## src/rtl/mul.sv

```systemverilog
// Two-stage pipelined 32x32 multiplier keeping only the low 32 result bits.
// Define MUL_POWER_PINS_EN to add the VPWR/VGND power-pin ports after C.
module mul (
  input  logic        CLK,
  input  logic        rst_n,
  input  logic [31:0] A,
  input  logic [31:0] B,
`ifdef MUL_POWER_PINS_EN
  output logic [31:0] C,
  inout  wire         VPWR,
  inout  wire         VGND
`else
  output logic [31:0] C
`endif
);

  logic [15:0] w_al;
  logic [15:0] w_ah;
  logic [15:0] w_bl;
  logic [15:0] w_bh;
  logic [31:0] w_sum;

  logic        r_armed;
  logic [31:0] r_ll;
  logic [31:0] r_lh;
  logic [31:0] r_hl;
  logic [31:0] r_c;

  assign w_al = A[15:0];
  assign w_ah = A[31:16];
  assign w_bl = B[15:0];
  assign w_bh = B[31:16];

  // The first edge after reset release only arms the pipeline, so a release
  // landing on a clock edge can never capture operands on that same edge.
  always_ff @(posedge CLK or negedge rst_n) begin
    if (!rst_n) begin
      r_armed <= 1'b0;
    end else begin
      r_armed <= 1'b1;
    end
  end

  // AH*BH only contributes to bits 63:32, so it is never formed.
  always_ff @(posedge CLK or negedge rst_n) begin
    if (!rst_n) begin
      r_ll <= 32'd0;
      r_lh <= 32'd0;
      r_hl <= 32'd0;
    end else if (r_armed) begin
      r_ll <= 32'(w_al) * 32'(w_bl);
      r_lh <= 32'(w_al) * 32'(w_bh);
      r_hl <= 32'(w_ah) * 32'(w_bl);
    end
  end

  assign w_sum = r_ll + ((r_lh + r_hl) << 16);

  always_ff @(posedge CLK or negedge rst_n) begin
    if (!rst_n) begin
      r_c <= 32'd0;
    end else begin
      r_c <= w_sum;
    end
  end

  assign C = r_c;

endmodule

```

## config.mk

```make
export PLATFORM = sky130hd
export DESIGN_NAME = mul
export DESIGN_NICKNAME = d
export VERILOG_FILES = /design/src/rtl/mul.sv
export SDC_FILE = /design/constraint.sdc
export NUM_CORES = 1
export LEC_CHECK = 0
export BUFFER_PORTS_ARGS = -buffer_cell sky130_fd_sc_hd__buf_2
export CORE_MARGIN = 4
export CORE_UTILIZATION = 50
export CTS_BUF_LIST = sky130_fd_sc_hd__clkbuf_4
export DETAILED_ROUTE_END_ITERATION = 8
export PLACE_DENSITY_LB_ADDON = 0.08
export SYNTH_ARGS = -nofsm -noshare
export SYNTH_HDL_FRONTEND = slang
export SYNTH_SLANG_ARGS = --single-unit
```

## constraint.sdc

```tcl
create_clock -name CLK -period 3.7 [get_ports CLK]
set_input_delay 0.74 -clock CLK [delete_from_list [all_inputs] [get_ports CLK]]
set_output_delay 0.74 -clock CLK [all_outputs]
set_load 0.01 [all_outputs]
```

# Word-level counts from Yosys, hierarchy flattened
# Cells that the tools add are included.
[word_totals]
register_bits = 97
inputBits = 66
output_inout_bits = 32
elab_cells = 10
[op_classes]
add_sub_neg = 2
n_mul = 3
[ops]
columns = ["cell", "count"]
rows = [
  ["adder 32 bit", 1],
  ["multiplier 16 x 16 -> 16 bit", 2],
  ["multiplier 16 x 16 -> 32 bit", 1],
  ["adder 16 bit", 1],
]

# Logic depth before layout (Yosys ltp)
# Gate-level depths: netlist of the first run.
[depth]
depth_word = 2
ltp_mapped = 23
ltp_nobuf = 20

# Worst setup path before layout of the first run
# Ideal clock, no wire load.
[synth_path]
path_kind = "input-to-reg"
from = "in B[2]"
to = "reg r_ll[31]"
setup_ns = 0.082
t_arrival_ns = 6.160
t_required_ns = 3.618
path_slack_ns = -2.542
stages = 20
path_buffers = 2
cell_sequence = "clkbuf_1 clkbuf_1 nand2_1 fa_1 fa_1 fa_1 inv_1 fa_1 fa_1 inv_1 fa_1 inv_1 ha_1 a21oi_2 o221a_2 nor3b_2 a211oi_2 o311a_1 or3_1 a31oi_1"
[synth_between]
elab_chain_cells = 1
[synth_rtl]
columns = ["item", "line", "rtl"]
rows = [
  ["start: declaration", "7", "input logic [31:0] B,"],
  ["multiplier 16 x 16 -> 32 bit", "51", "r_ll <= 32'(w_al) * 32'(w_bl);"],
  ["end signal: assignment", "51", ""],
  ["end: declaration", "24", "logic [31:0] r_ll;"],
]
# Every way passes these cells.
# A chain may end at the register's enable or synchronous reset.

# Worst setup path after layout of the first run
[layout_path]
from = "in A[7]"
to = "reg r_ll[31]"
[layout_between]
elab_chain_cells = 1
[layout_rtl]
columns = ["item", "line", "rtl"]
rows = [
  ["start: declaration", "6", "input logic [31:0] A,"],
  ["multiplier 16 x 16 -> 32 bit", "51", ""],
]
# Every way passes these cells.

==> results.md, run 1 <==
STA
• **final count of hold timing violations** 0
• **number of slew-limit violations in the final report** 0
• **worst slew slack as a fraction of its limit** 35.9%
• **clock period minus worst slack** 5510 ps
• **Tcrit/Tclk final** 149%
• **RSZ-0062 raised after global routing** true
• **clock skew after layout** 18.0 ps
• **highest clock rate** 181 MHz
• **Setup Viol. Count Final** 46
• **final worst setup slack** -1810 ps
• **worst hold margin** 262 ps
• **Worst-Margin Slew** 961 ps

Yosys
• **mapped cell area** 0.0210 mm²
• **register area share after synthesis** 11.5%
• **Seq cells post-synth** 97
• **net count after synthesis** 2986
• **top cell type's share of synthesized area** 33.9%
• **dominant cell type by area after synthesis** sky130_fd_sc_hd__fa_1
• **proportion of register bits with asynchronous set or reset after synthesis** 100%
• **yosys warns** 0
• **EDFF count, synth** 0
• **count of unique library cells instantiated by Yosys** 68
• **top cells by area, synth** sky130_fd_sc_hd__fa_1, sky130_fd_sc_hd__ha_1, sky130_fd_sc_hd__dfrtp_1
• **Mapped Avg Cell Area** 9.02 µm²
• **ys flop type** sky130_fd_sc_hd__dfrtp_1
• **Cells after Synth** 2332

Worst setup path
• **capture point of the critical path** r_ll[31]
• **Setup CP Type** primary input to flip-flop
• **highest fanout seen on the critical path** 6
• **kind of capture point of the worst setup path** flip-flop
• **slowest stage cell on the critical path** sky130_fd_sc_hd__fa_2
• **source of the critical timing path** A[7]
• **worst reg-to-reg path cell count** 14
• **terminus of the critical flop-to-flop path** C[30]
• **Top cell by count, worst path** sky130_fd_sc_hd__fa_1
• **worst endpoint required time** 4100 ps
• **startpoint type of the worst setup path** primary input
• **reg-to-reg critical path startpoint** r_hl[0]
• **slowest stage delay, CP** 530 ps
• **cells traversed along the worst timing path** buf_12 > buf_12 > and2_4 > fa_1 > inv_2 > fa_2 > fa_1 > inv_2 > fa_1 > fa_1 > inv_1 > fa_1 > inv_2 > ha_4 > a21oi_4 > o221a_4 > nor3b_4 > a211oi_4 > o311a_1 > or3_1 > a31oi_1
• **Worst R2R Setup Slack** 270 ps
• **endpoint arrival time on the critical path** 5920 ps

Global route
• **global router's overall resource usage** 26.3%
• **number of global-route vias before repair** 18612
• **aggregate global routing overflow** 0
• **global-route wire length before repair** 94.3 mm
• **largest net degree at the start of global routing** 77
• **number of antenna violations at the first check in global routing** 2

Clocking
• **Clock Tree Root** sky130_fd_sc_hd__clkbuf_4
• **CTS tree** built
• **htree depth** 3
• **worst-skew pair later-pin latency** 470 ps
• **clock transition time at the flip-flop clock pins of the worst setup and hold paths** 160 ps
• **number of clock buffers inserted by TritonCTS** 9
• **number of buffers on the longest clock path** 2
• **number of clock sinks** 97
• **CTS hold repair buffers** 0

Floorplanning
• **DIE HEIGHT** 213 µm
• **effective utilization at floorplan** 51.1%
• **Core Footprint** 0.0412 mm²
• **width of the chip** 213 µm
• **number of top-level pins** 98
• **std cell rows** 74
• **Die Area** 0.0454 mm²

Routing
• **residual DRC count** 0
• **antenna-violating nets left** 0
• **routed via count divided by cell count** 5.18
• **via total after detailed routing** 16730
• **Pre-Repair DR Iteration Count** 5
• **routed len/inst** 17.8 µm
• **number of design-rule violations left by the first detailed-router iteration** 640
• **wirelength, routed** 57.6 mm

Hold path
• **class of the tightest hold or removal check** primary input to async pin

Flow run
• **Max-cap violations** 0

Placed design
• **number of I/O port buffers** 97
• **half-perimeter wire length after detailed placement** 48.3 mm
• **Post-DP Area** 0.0247 mm²
• **GP Congestion** 0.887

Layout
• **utilization of the core after routing** 65.2%
• **fraction of final layout cells with drive strength greater than 1** 30.1%
• **layout overhead on the synthesized area** 27.7%
• **number of nets in the layout** 3348
• **post-route cell area** 0.0269 mm²

Status
• **result of the run** finished with violations
• **violations in the final reports** setup timing

## worst max-delay path: cells and delay by family
family,cells,cell delay [ps]
and+or+nand+nor,3,700
AOI/OAI and AO/OA,5,920
adders and majority gates,7,3100
buffers and inverters,6,440
## per-stage QoR
step                TNS [ps]  worst slack (ps)  cells
floorplan             -66240             -2140   2332
global placement      -96050             -2460   3148
detailed placement    -97560             -2500   3148
CTS                   -59520             -1790   3208
global route          -68350             -1990   3232
finish                -63450             -1810   3232
## layout make-up
| type | count | area, µm² |
|---|---|---|
| clock inverter | 7 | 86.3 |
| clock buffer | 9 | 67.6 |
| sequential | 97 | 2430 |
| inverter | 480 | 1800 |
| tap | 532 | 666 |
| timing repair buffer | 451 | 3950 |
| multi-input combinational | 1655 | 17900 |
| antenna | 1 | 2.50 |
| fill | 3398 | 14300 |
## layout by cell type, fill, tap and decap left out, types with 8 or more instances in the layout
cell type	n
sky130_fd_sc_hd__or3_1	15
sky130_fd_sc_hd__ha_4	35
sky130_fd_sc_hd__a21o_1	23
sky130_fd_sc_hd__xnor2_1	87
sky130_fd_sc_hd__nand2_1	313
sky130_fd_sc_hd__xnor2_2	13
sky130_fd_sc_hd__buf_8	25
sky130_fd_sc_hd__ha_1	184
sky130_fd_sc_hd__a21oi_4	11
sky130_fd_sc_hd__fa_2	22
sky130_fd_sc_hd__nand3_1	11
sky130_fd_sc_hd__o21ai_0	17
sky130_fd_sc_hd__ha_2	13
sky130_fd_sc_hd__inv_1	432
sky130_fd_sc_hd__dfrtp_1	96
sky130_fd_sc_hd__buf_12	24
sky130_fd_sc_hd__nor2_1	41
sky130_fd_sc_hd__clkbuf_4	11
sky130_fd_sc_hd__nand2_2	21
sky130_fd_sc_hd__inv_2	48
sky130_fd_sc_hd__o21ai_2	13
sky130_fd_sc_hd__nor3_1	11
sky130_fd_sc_hd__buf_2	60
sky130_fd_sc_hd__nand4_1	8
sky130_fd_sc_hd__buf_4	287
sky130_fd_sc_hd__and2_1	182
sky130_fd_sc_hd__and2_4	36
sky130_fd_sc_hd__buf_6	51
sky130_fd_sc_hd__mux2_2	43
sky130_fd_sc_hd__o21bai_1	9
sky130_fd_sc_hd__xor2_1	21
sky130_fd_sc_hd__fa_1	334
sky130_fd_sc_hd__a21oi_1	36
sky130_fd_sc_hd__a21oi_2	12
## sequential cells by signal, summed over array words and instances (netlist names)
name,cells
r_armed,1
r_lh,16
r_ll,32
r_hl,16
C,32
## per-layer routing
metal | up-vias | part of all wire [%] | wire (µm) | GRT usage (%)
li1 | 7843 | - | - | -
met1 | 8452 | 40 | 22900 | 31.9
met2 | 325 | 53 | 30800 | 49.3
met3 | 108 | 3.6 | 2070 | 3.10
met4 | 2 | 3.1 | 1810 | 7.53
met5 | - | 0.023 | 13 | 0
## cell families after synthesis
logic type,Yosys count,share of synthesized area (%)
XOR/XNOR,126,5.37
buffers and inverters,580,10.5
flip-flops,97,11.5
AND/OR/NAND/NOR,700,16.1
AO/OA/AOI/OAI,194,6.28
adder cells (fa/ha/maj),588,47.7
other,1,0.0178
multiplexers,46,2.46
## synth_stat cells (all sizes together), types with 23 or more instances
| cell type | number |
|---|---|
| a21o | 23 |
| a21oi | 59 |
| and2 | 218 |
| clkbuf | 91 |
| dfrtp | 97 |
| fa | 356 |
| ha | 232 |
| inv | 480 |
| mux2 | 46 |
| nand2 | 340 |
| nor2 | 48 |
| o21ai | 38 |
| xnor2 | 101 |
| xor2 | 23 |
## repair_timing
item / in CTS / in global routing
setup buffers: 46 / 22
endpoints found under the setup margin: 50 / 51
pin swaps: 140 / 81
resized for setup: 298 / 90
gates cloned: 0 / 1
## how the worst min path moves through the flow
stage,from,end,cells after the start
6_report,rst_n,C[1],1
5_1_grt,rst_n,C[1],1
4_1_cts,rst_n,C[1],1
2_1_floorplan,r_ll[10],C[10],0
3_5_place_dp,r_ll[3],C[3],0
3_3_place_gp,r_ll[12],C[12],0
Power of run 1 is left out: the tool's default activity adds up to more than one toggle a clock period on the data nets, which glitch-free logic cannot reach.
==> run 2: changes to the inputs <==
==> constraint.sdc (replaced) <==
create_clock -name CLK -period 6.9 [get_ports CLK]
set_input_delay 1.38 -clock CLK [delete_from_list [all_inputs] [get_ports CLK]]
set_output_delay 1.38 -clock CLK [all_outputs]
set_load 0.01 [all_outputs]
==> run 2 against run 1 <==
  * The flow now finishes without violations
  * Cell area fell by 15%
  * Wire length fell by 5.8%
  * Critical endpoint is now r_hl[15]
  * Hold slack improved by 130 ps
  * Highest routed layer is now met4
  * Die area did not move
  * Count of clock-buffer cells in the layout did not move
  * Global-route usage fell by 1.4 points
==> results.md, run 2 (same netlist as run 1, synthesis figures left out) <==
Layout
• **number of nets in the layout** 3112, was 3348
• **commonest non-fill, non-tap cell in the layout** sky130_fd_sc_hd__inv_1, unchanged
• **filler cell count** 3866, was 3398
• **commonest non-fill, non-tap cells in the layout** sky130_fd_sc_hd__inv_1, sky130_fd_sc_hd__fa_1, sky130_fd_sc_hd__nand2_1, unchanged
• **utilization of the core after routing** 55.5%, was 65.2%
• **post-route cell area** 0.0229 mm², was 0.0269 mm²
• **layout overhead on the synthesized area** 8.61%, was 27.7%
• **fraction of final layout cells with drive strength greater than 1** 12.1%, was 30.1%
• **number of standard cells in the final layout excluding fillers** 2996, was 3232

Global route
• **number of antenna violations at the first check in global routing** 1, was 2
• **aggregate global routing overflow** 0, unchanged
• **number of global-route vias before repair** 16989, was 18612
• **global router's overall resource usage** 24.9%, was 26.3%
• **global-route wire length before repair** 89.5 mm, was 94.3 mm
• **largest net degree at the start of global routing** 80, was 77

Placed design
• **number of I/O port buffers** 97, unchanged
• **number of placed instances with taps included** 2979, was 3148
• **Post-DP Area** 0.0227 mm², was 0.0247 mm²
• **half-perimeter wire length after detailed placement** 46.6 mm, was 48.3 mm
• **GP Congestion** 0.923, was 0.887

Floorplanning
• **Core Footprint** 0.0412 mm², unchanged
• **number of top-level pins** 98, unchanged
• **Die Area** 0.0454 mm², unchanged
• **effective utilization at floorplan** 51.1%, unchanged
• **DIE HEIGHT** 213 µm, unchanged
• **width of the chip** 213 µm, unchanged
• **std cell rows** 74, unchanged

Clocking
• **number of clock buffers inserted by TritonCTS** 9, unchanged
• **Clock Tree Root** sky130_fd_sc_hd__clkbuf_4, unchanged
• **post-CTS resize count** 0, was 298
• **clock transition time at the flip-flop clock pins of the worst setup and hold paths** 220 ps, was 160 ps
• **CTS hold repair buffers** 0, unchanged
• **number of clock sinks** 97, unchanged
• **htree depth** 3, unchanged
• **CTS tree** built, unchanged
• **number of post-CTS setup repair buffers** 0, was 46
• **number of buffers on the longest clock path** 2, unchanged
• **worst-skew pair later-pin latency** 510 ps, was 470 ps

Worst setup path
• **highest fanout seen on the critical path** 11, was 6
• **startpoint type of the worst setup path** primary input, unchanged
• **endpoint arrival time on the critical path** 7020 ps, was 5920 ps
• **Setup CP Type** primary input to flip-flop, unchanged
• **kind of capture point of the worst setup path** flip-flop, unchanged
• **worst endpoint required time** 7340 ps, was 4100 ps

STA
• **Setup Viol. Count Final** 0, was 46
• **final count of hold timing violations** 0, unchanged
• **clock skew after layout** 28.2 ps, was 18.0 ps
• **clock period minus worst slack** 6590 ps
• **highest clock rate** 152 MHz
• **worst slew slack as a fraction of its limit** 31.8%, was 35.9%
• **TNS Setup** 0 ps, was -63450 ps
• **RSZ-0062 raised after global routing** false, was true
• **Tcrit/Tclk final** 95.4%
• **Worst-Margin Slew** 1020 ps, was 961 ps
• **number of slew-limit violations in the final report** 0, unchanged

Routing
• **number of design-rule violations left by the first detailed-router iteration** 770, was 640
• **antenna-violating nets left** 0, unchanged
• **wirelength, routed** 54.3 mm, was 57.6 mm
• **residual DRC count** 0, unchanged
• **Pre-Repair DR Iteration Count** 5, unchanged
• **via total after detailed routing** 15833, was 16730
• **routed via count divided by cell count** 5.28, was 5.18
• **routed len/inst** 18.1 µm, was 17.8 µm

Hold path
• **class of the tightest hold or removal check** flip-flop to flip-flop, was primary input to async pin

Status
• **result of the run** complete, no violations, was finished with violations

Flow run
• **Max-cap violations** 0, unchanged

==> run 2: cell types whose count changed in the layout (fill, tap and decap cells not counted), sizes merged <==
cell / before / now
buf: 448 / 215
clkbuf: 12 / 9
bufinv: 1 / 0
clkinv: 2 / 3
clkinvlp: 1 / 0
inv: 483 / 484
==> run 2: per-layer routing <==
metal,global-route usage [%],routed length [µm],vias to the layer above
li1,-,-,7361
met1,33.9,23900,8080
met2,43.7,27300,330
met3,2.79,2180,62
met4,4.66,873,0
met5,0,0,-
==> run 2: per-stage QoR <==
step / setup slack [ps] / hold slack (ps)
2_1_floorplan: 18.4 / 350
3_3_place_gp: -170 / 361
3_5_place_dp: -170 / 362
4_1_cts: 424 / 378
5_1_grt: 121 / 380
6_report: 314 / 388
==> run 2: critical path: stages <==
cell and delay (ps):
sky130_fd_sc_hd__buf_2 240, sky130_fd_sc_hd__buf_4 250, sky130_fd_sc_hd__nand2_1 100, sky130_fd_sc_hd__fa_1 540, sky130_fd_sc_hd__inv_1 50, sky130_fd_sc_hd__fa_1 470
sky130_fd_sc_hd__inv_1 50, sky130_fd_sc_hd__fa_1 490, sky130_fd_sc_hd__fa_1 550, sky130_fd_sc_hd__inv_1 50, sky130_fd_sc_hd__fa_1 470, sky130_fd_sc_hd__inv_1 50
sky130_fd_sc_hd__fa_1 500, sky130_fd_sc_hd__inv_1 60, sky130_fd_sc_hd__ha_1 280, sky130_fd_sc_hd__and3_1 160, sky130_fd_sc_hd__a21oi_1 110, sky130_fd_sc_hd__o21ai_0 140
sky130_fd_sc_hd__o41ai_1 650, sky130_fd_sc_hd__xnor2_1 150, sky130_fd_sc_hd__mux2_2 280
==> run 2: final timing paths <==
path	slack (ps)	start	to	cells after the start
max in group asynchronous	4850	rst_n	r_armed	2
min in group asynchronous	710	rst_n	C[18]	1
worst min register to register	390	r_ll[1]	C[1]	0
worst min-delay path	390	r_ll[1]	C[1]	0
worst max-delay path	310	B[4]	r_hl[15]	21
worst max register to register	3170	r_lh[0]	C[31]	15
==> run 2: cell type report <==
class / count / area [µm²] / area share, %
Tap cell: 532 / 666 / 2.91
Antenna cell: 1 / 2.50 / 0.0109
Clock buffer: 9 / 67.6 / 0.296
Clock inverter: 7 / 81.3 / 0.356
Inverter: 480 / 1800 / 7.88
Timing Repair Buffer: 215 / 1410 / 6.17
Sequential cell: 97 / 2430 / 10.6
Multi-Input combinational cell: 1655 / 16400 / 71.7
Power of run 2 is left out for the same reason.
==> run 3: changes to the inputs <==
--- a/config.mk
+++ b/config.mk
@@ -7,7 +7,7 @@
 export LEC_CHECK = 0
 export BUFFER_PORTS_ARGS = -buffer_cell sky130_fd_sc_hd__buf_2
 export CORE_MARGIN = 4
-export CORE_UTILIZATION = 50
+export CORE_UTILIZATION = 35
 export CTS_BUF_LIST = sky130_fd_sc_hd__clkbuf_4
 export DETAILED_ROUTE_END_ITERATION = 8
 export PLACE_DENSITY_LB_ADDON = 0.08
==> run 3 against run 2 <==
  * Core utilization fell by 16 points
  * Non-clock buffer count grew 34
  * Final cell count increased by 9.2%
  * First-iteration DRC count decreased by 21%
  * Wire length rose by 12%
  * Flip-flop and latch count did not move
  * Global-route usage shrank 5.7 points
  * Setup slack improved by 22 ps
  * Register-to-register slack worse by 70 ps
  * Critical path type unchanged
  * Highest routed layer unchanged
==> results.md, run 3 (same netlist as run 1, synthesis figures left out) <==
Layout
• **layout overhead on the synthesized area** 11.6%, was 8.61%
• **number of nets in the layout** 3146, was 3112
• **commonest non-fill, non-tap cell in the layout** sky130_fd_sc_hd__inv_1, unchanged
• **fraction of final layout cells with drive strength greater than 1** 13.3%, was 12.1%
• **commonest non-fill, non-tap cells in the layout** sky130_fd_sc_hd__inv_1, sky130_fd_sc_hd__fa_1, sky130_fd_sc_hd__nand2_1, unchanged

Routing
• **wirelength, routed** 60.6 mm, was 54.3 mm
• **routed len/inst** 18.5 µm, was 18.1 µm
• **residual DRC count** 0, unchanged
• **antenna-violating nets left** 0, unchanged
• **number of design-rule violations left by the first detailed-router iteration** 608, was 770
• **via total after detailed routing** 15845, was 15833
• **routed via count divided by cell count** 4.84, was 5.28
• **Pre-Repair DR Iteration Count** 5, unchanged

Clocking
• **number of buffers on the longest clock path** 2, unchanged
• **Clock Tree Root** sky130_fd_sc_hd__clkbuf_4, unchanged
• **htree depth** 3, unchanged
• **post-CTS resize count** 0, unchanged
• **CTS hold repair buffers** 0, unchanged
• **number of clock sinks** 97, unchanged
• **number of clock buffers inserted by TritonCTS** 9, unchanged
• **worst-skew pair later-pin latency** 490 ps, was 510 ps
• **clock transition time at the flip-flop clock pins of the worst setup and hold paths** 190 ps, was 220 ps
• **CTS tree** built, unchanged
• **number of post-CTS setup repair buffers** 0, unchanged

Floorplanning
• **number of top-level pins** 98, unchanged
• **Die Area** 0.0641 mm², was 0.0454 mm²
• **effective utilization at floorplan** 35.5%, was 51.1%
• **std cell rows** 89, was 74
• **width of the chip** 253 µm, was 213 µm
• **DIE HEIGHT** 253 µm, was 213 µm
• **Core Footprint** 0.0592 mm², was 0.0412 mm²

STA
• **final count of hold timing violations** 0, unchanged
• **clock skew after layout** 33.6 ps, was 28.2 ps
• **Setup Viol. Count Final** 0, unchanged
• **number of slew-limit violations in the final report** 0, unchanged
• **worst slew slack as a fraction of its limit** 39.3%, was 31.8%
• **final worst setup slack** 337 ps, was 314 ps
• **Worst-Margin Slew** 911 ps, was 1020 ps
• **clock period minus worst slack** 6560 ps, was 6590 ps
• **worst hold margin** 361 ps, was 388 ps
• **Tcrit/Tclk final** 95.1%, was 95.4%
• **highest clock rate** 152 MHz, about the same
• **RSZ-0062 raised after global routing** false, unchanged

Placed design
• **half-perimeter wire length after detailed placement** 51.9 mm, was 46.6 mm
• **Setup Slack @ Placement** -169 ps, was -170 ps
• **GP Congestion** 0.828, was 0.923
• **number of I/O port buffers** 97, unchanged

Global route
• **aggregate global routing overflow** 0, unchanged
• **global router's overall resource usage** 19.2%, was 24.9%
• **number of global-route vias before repair** 16967, was 16989
• **largest net degree at the start of global routing** 75, was 80
• **number of antenna violations at the first check in global routing** 2, was 1
• **global-route wire length before repair** 96.0 mm, was 89.5 mm

Worst setup path
• **highest fanout seen on the critical path** 10, was 11
• **reg-to-reg critical path startpoint** r_lh[0], unchanged
• **kind of capture point of the worst setup path** flip-flop, unchanged
• **worst endpoint required time** 7320 ps, was 7340 ps
• **endpoint arrival time on the critical path** 6990 ps, was 7020 ps
• **source of the critical timing path** B[3], was B[4]
• **worst reg-to-reg path cell count** 14, was 15
• **startpoint type of the worst setup path** primary input, unchanged
• **Setup CP Type** primary input to flip-flop, unchanged

Hold path
• **class of the tightest hold or removal check** flip-flop to flip-flop, unchanged
• **worst min-delay path startpoint** r_ll[9], was r_ll[1]
• **worst hold stages** 0, unchanged

Flow run
• **Max-cap violations** 0, unchanged

Status
• **result of the run** complete, no violations, unchanged

-- run 3: cell count changes in the layout (fill, tap and decap cells not counted) --
cell | previous run | this run
sky130_fd_sc_hd__clkinvlp_4 | 0 | 1
sky130_fd_sc_hd__buf_4 | 116 | 144
sky130_fd_sc_hd__buf_12 | 3 | 9
sky130_fd_sc_hd__clkinv_8 | 2 | 0
sky130_fd_sc_hd__clkinv_2 | 0 | 1
sky130_fd_sc_hd__diode_2 | 1 | 2
sky130_fd_sc_hd__bufinv_16 | 0 | 1
sky130_fd_sc_hd__clkinv_4 | 1 | 0
-- run 3: area by class of cell --
cell class,instances,area [µm²]
antenna,2,5.00
tap,773,967
clock inverter,7,82.6
sequential,97,2430
clock buffer,9,67.6
timing repair buffer,249,1740
multi-input combinational,1655,16400
fill,6151,35700
inverter,480,1800
-- run 3: worst paths after layout --
kind | end | slack (ps)
max | r_ll[23] | 340
min | C[9] | 360
max reg2reg | C[31] | 3100
min reg2reg | C[9] | 360
max in group asynchronous | r_ll[9] | 4920
min in group asynchronous | C[24] | 820
-- run 3: through the flow --
| step | TNS, ps | utilization (%) | cell area (µm²) | instances |
|---|---|---|---|---|
| 3_3_place_gp | -654 | 39.4 | 23300 | 3254 |
| 3_5_place_dp | -1220 | 39.4 | 23300 | 3254 |
| 4_1_cts | 0 | 39.6 | 23500 | 3270 |
| 6_report | 0 | 39.7 | 23500 | 3272 |
| 2_1_floorplan | 0 | - | 21000 | 2332 |
| 5_1_grt | 0 | 39.7 | 23500 | 3271 |
-- run 3: routing by layer --
layer	part of all wire [%]	GRT usage, %	vias up
met1	47	26.4	8131
met5	0	0	-
li1	-	-	7440
met4	0.95	2.40	0
met3	2.8	1.81	36
met2	50	33.8	238
-- run 3: worst max-delay path, cell delays in order --
cell and delay [ps]:
sky130_fd_sc_hd__buf_2 290, sky130_fd_sc_hd__buf_4 170, sky130_fd_sc_hd__nand2_1 60, sky130_fd_sc_hd__fa_1 490
sky130_fd_sc_hd__fa_1 540, sky130_fd_sc_hd__fa_1 540, sky130_fd_sc_hd__inv_1 60, sky130_fd_sc_hd__fa_1 490
sky130_fd_sc_hd__fa_1 490, sky130_fd_sc_hd__inv_1 50, sky130_fd_sc_hd__fa_1 470, sky130_fd_sc_hd__inv_1 40
sky130_fd_sc_hd__ha_1 330, sky130_fd_sc_hd__nand3_1 120, sky130_fd_sc_hd__buf_4 150, sky130_fd_sc_hd__nor3_1 130
sky130_fd_sc_hd__nand3_1 190, sky130_fd_sc_hd__a21oi_2 320, sky130_fd_sc_hd__a221oi_1 160, sky130_fd_sc_hd__or4_1 410
sky130_fd_sc_hd__nand4_1 110
Power of run 3 is left out for the same reason.
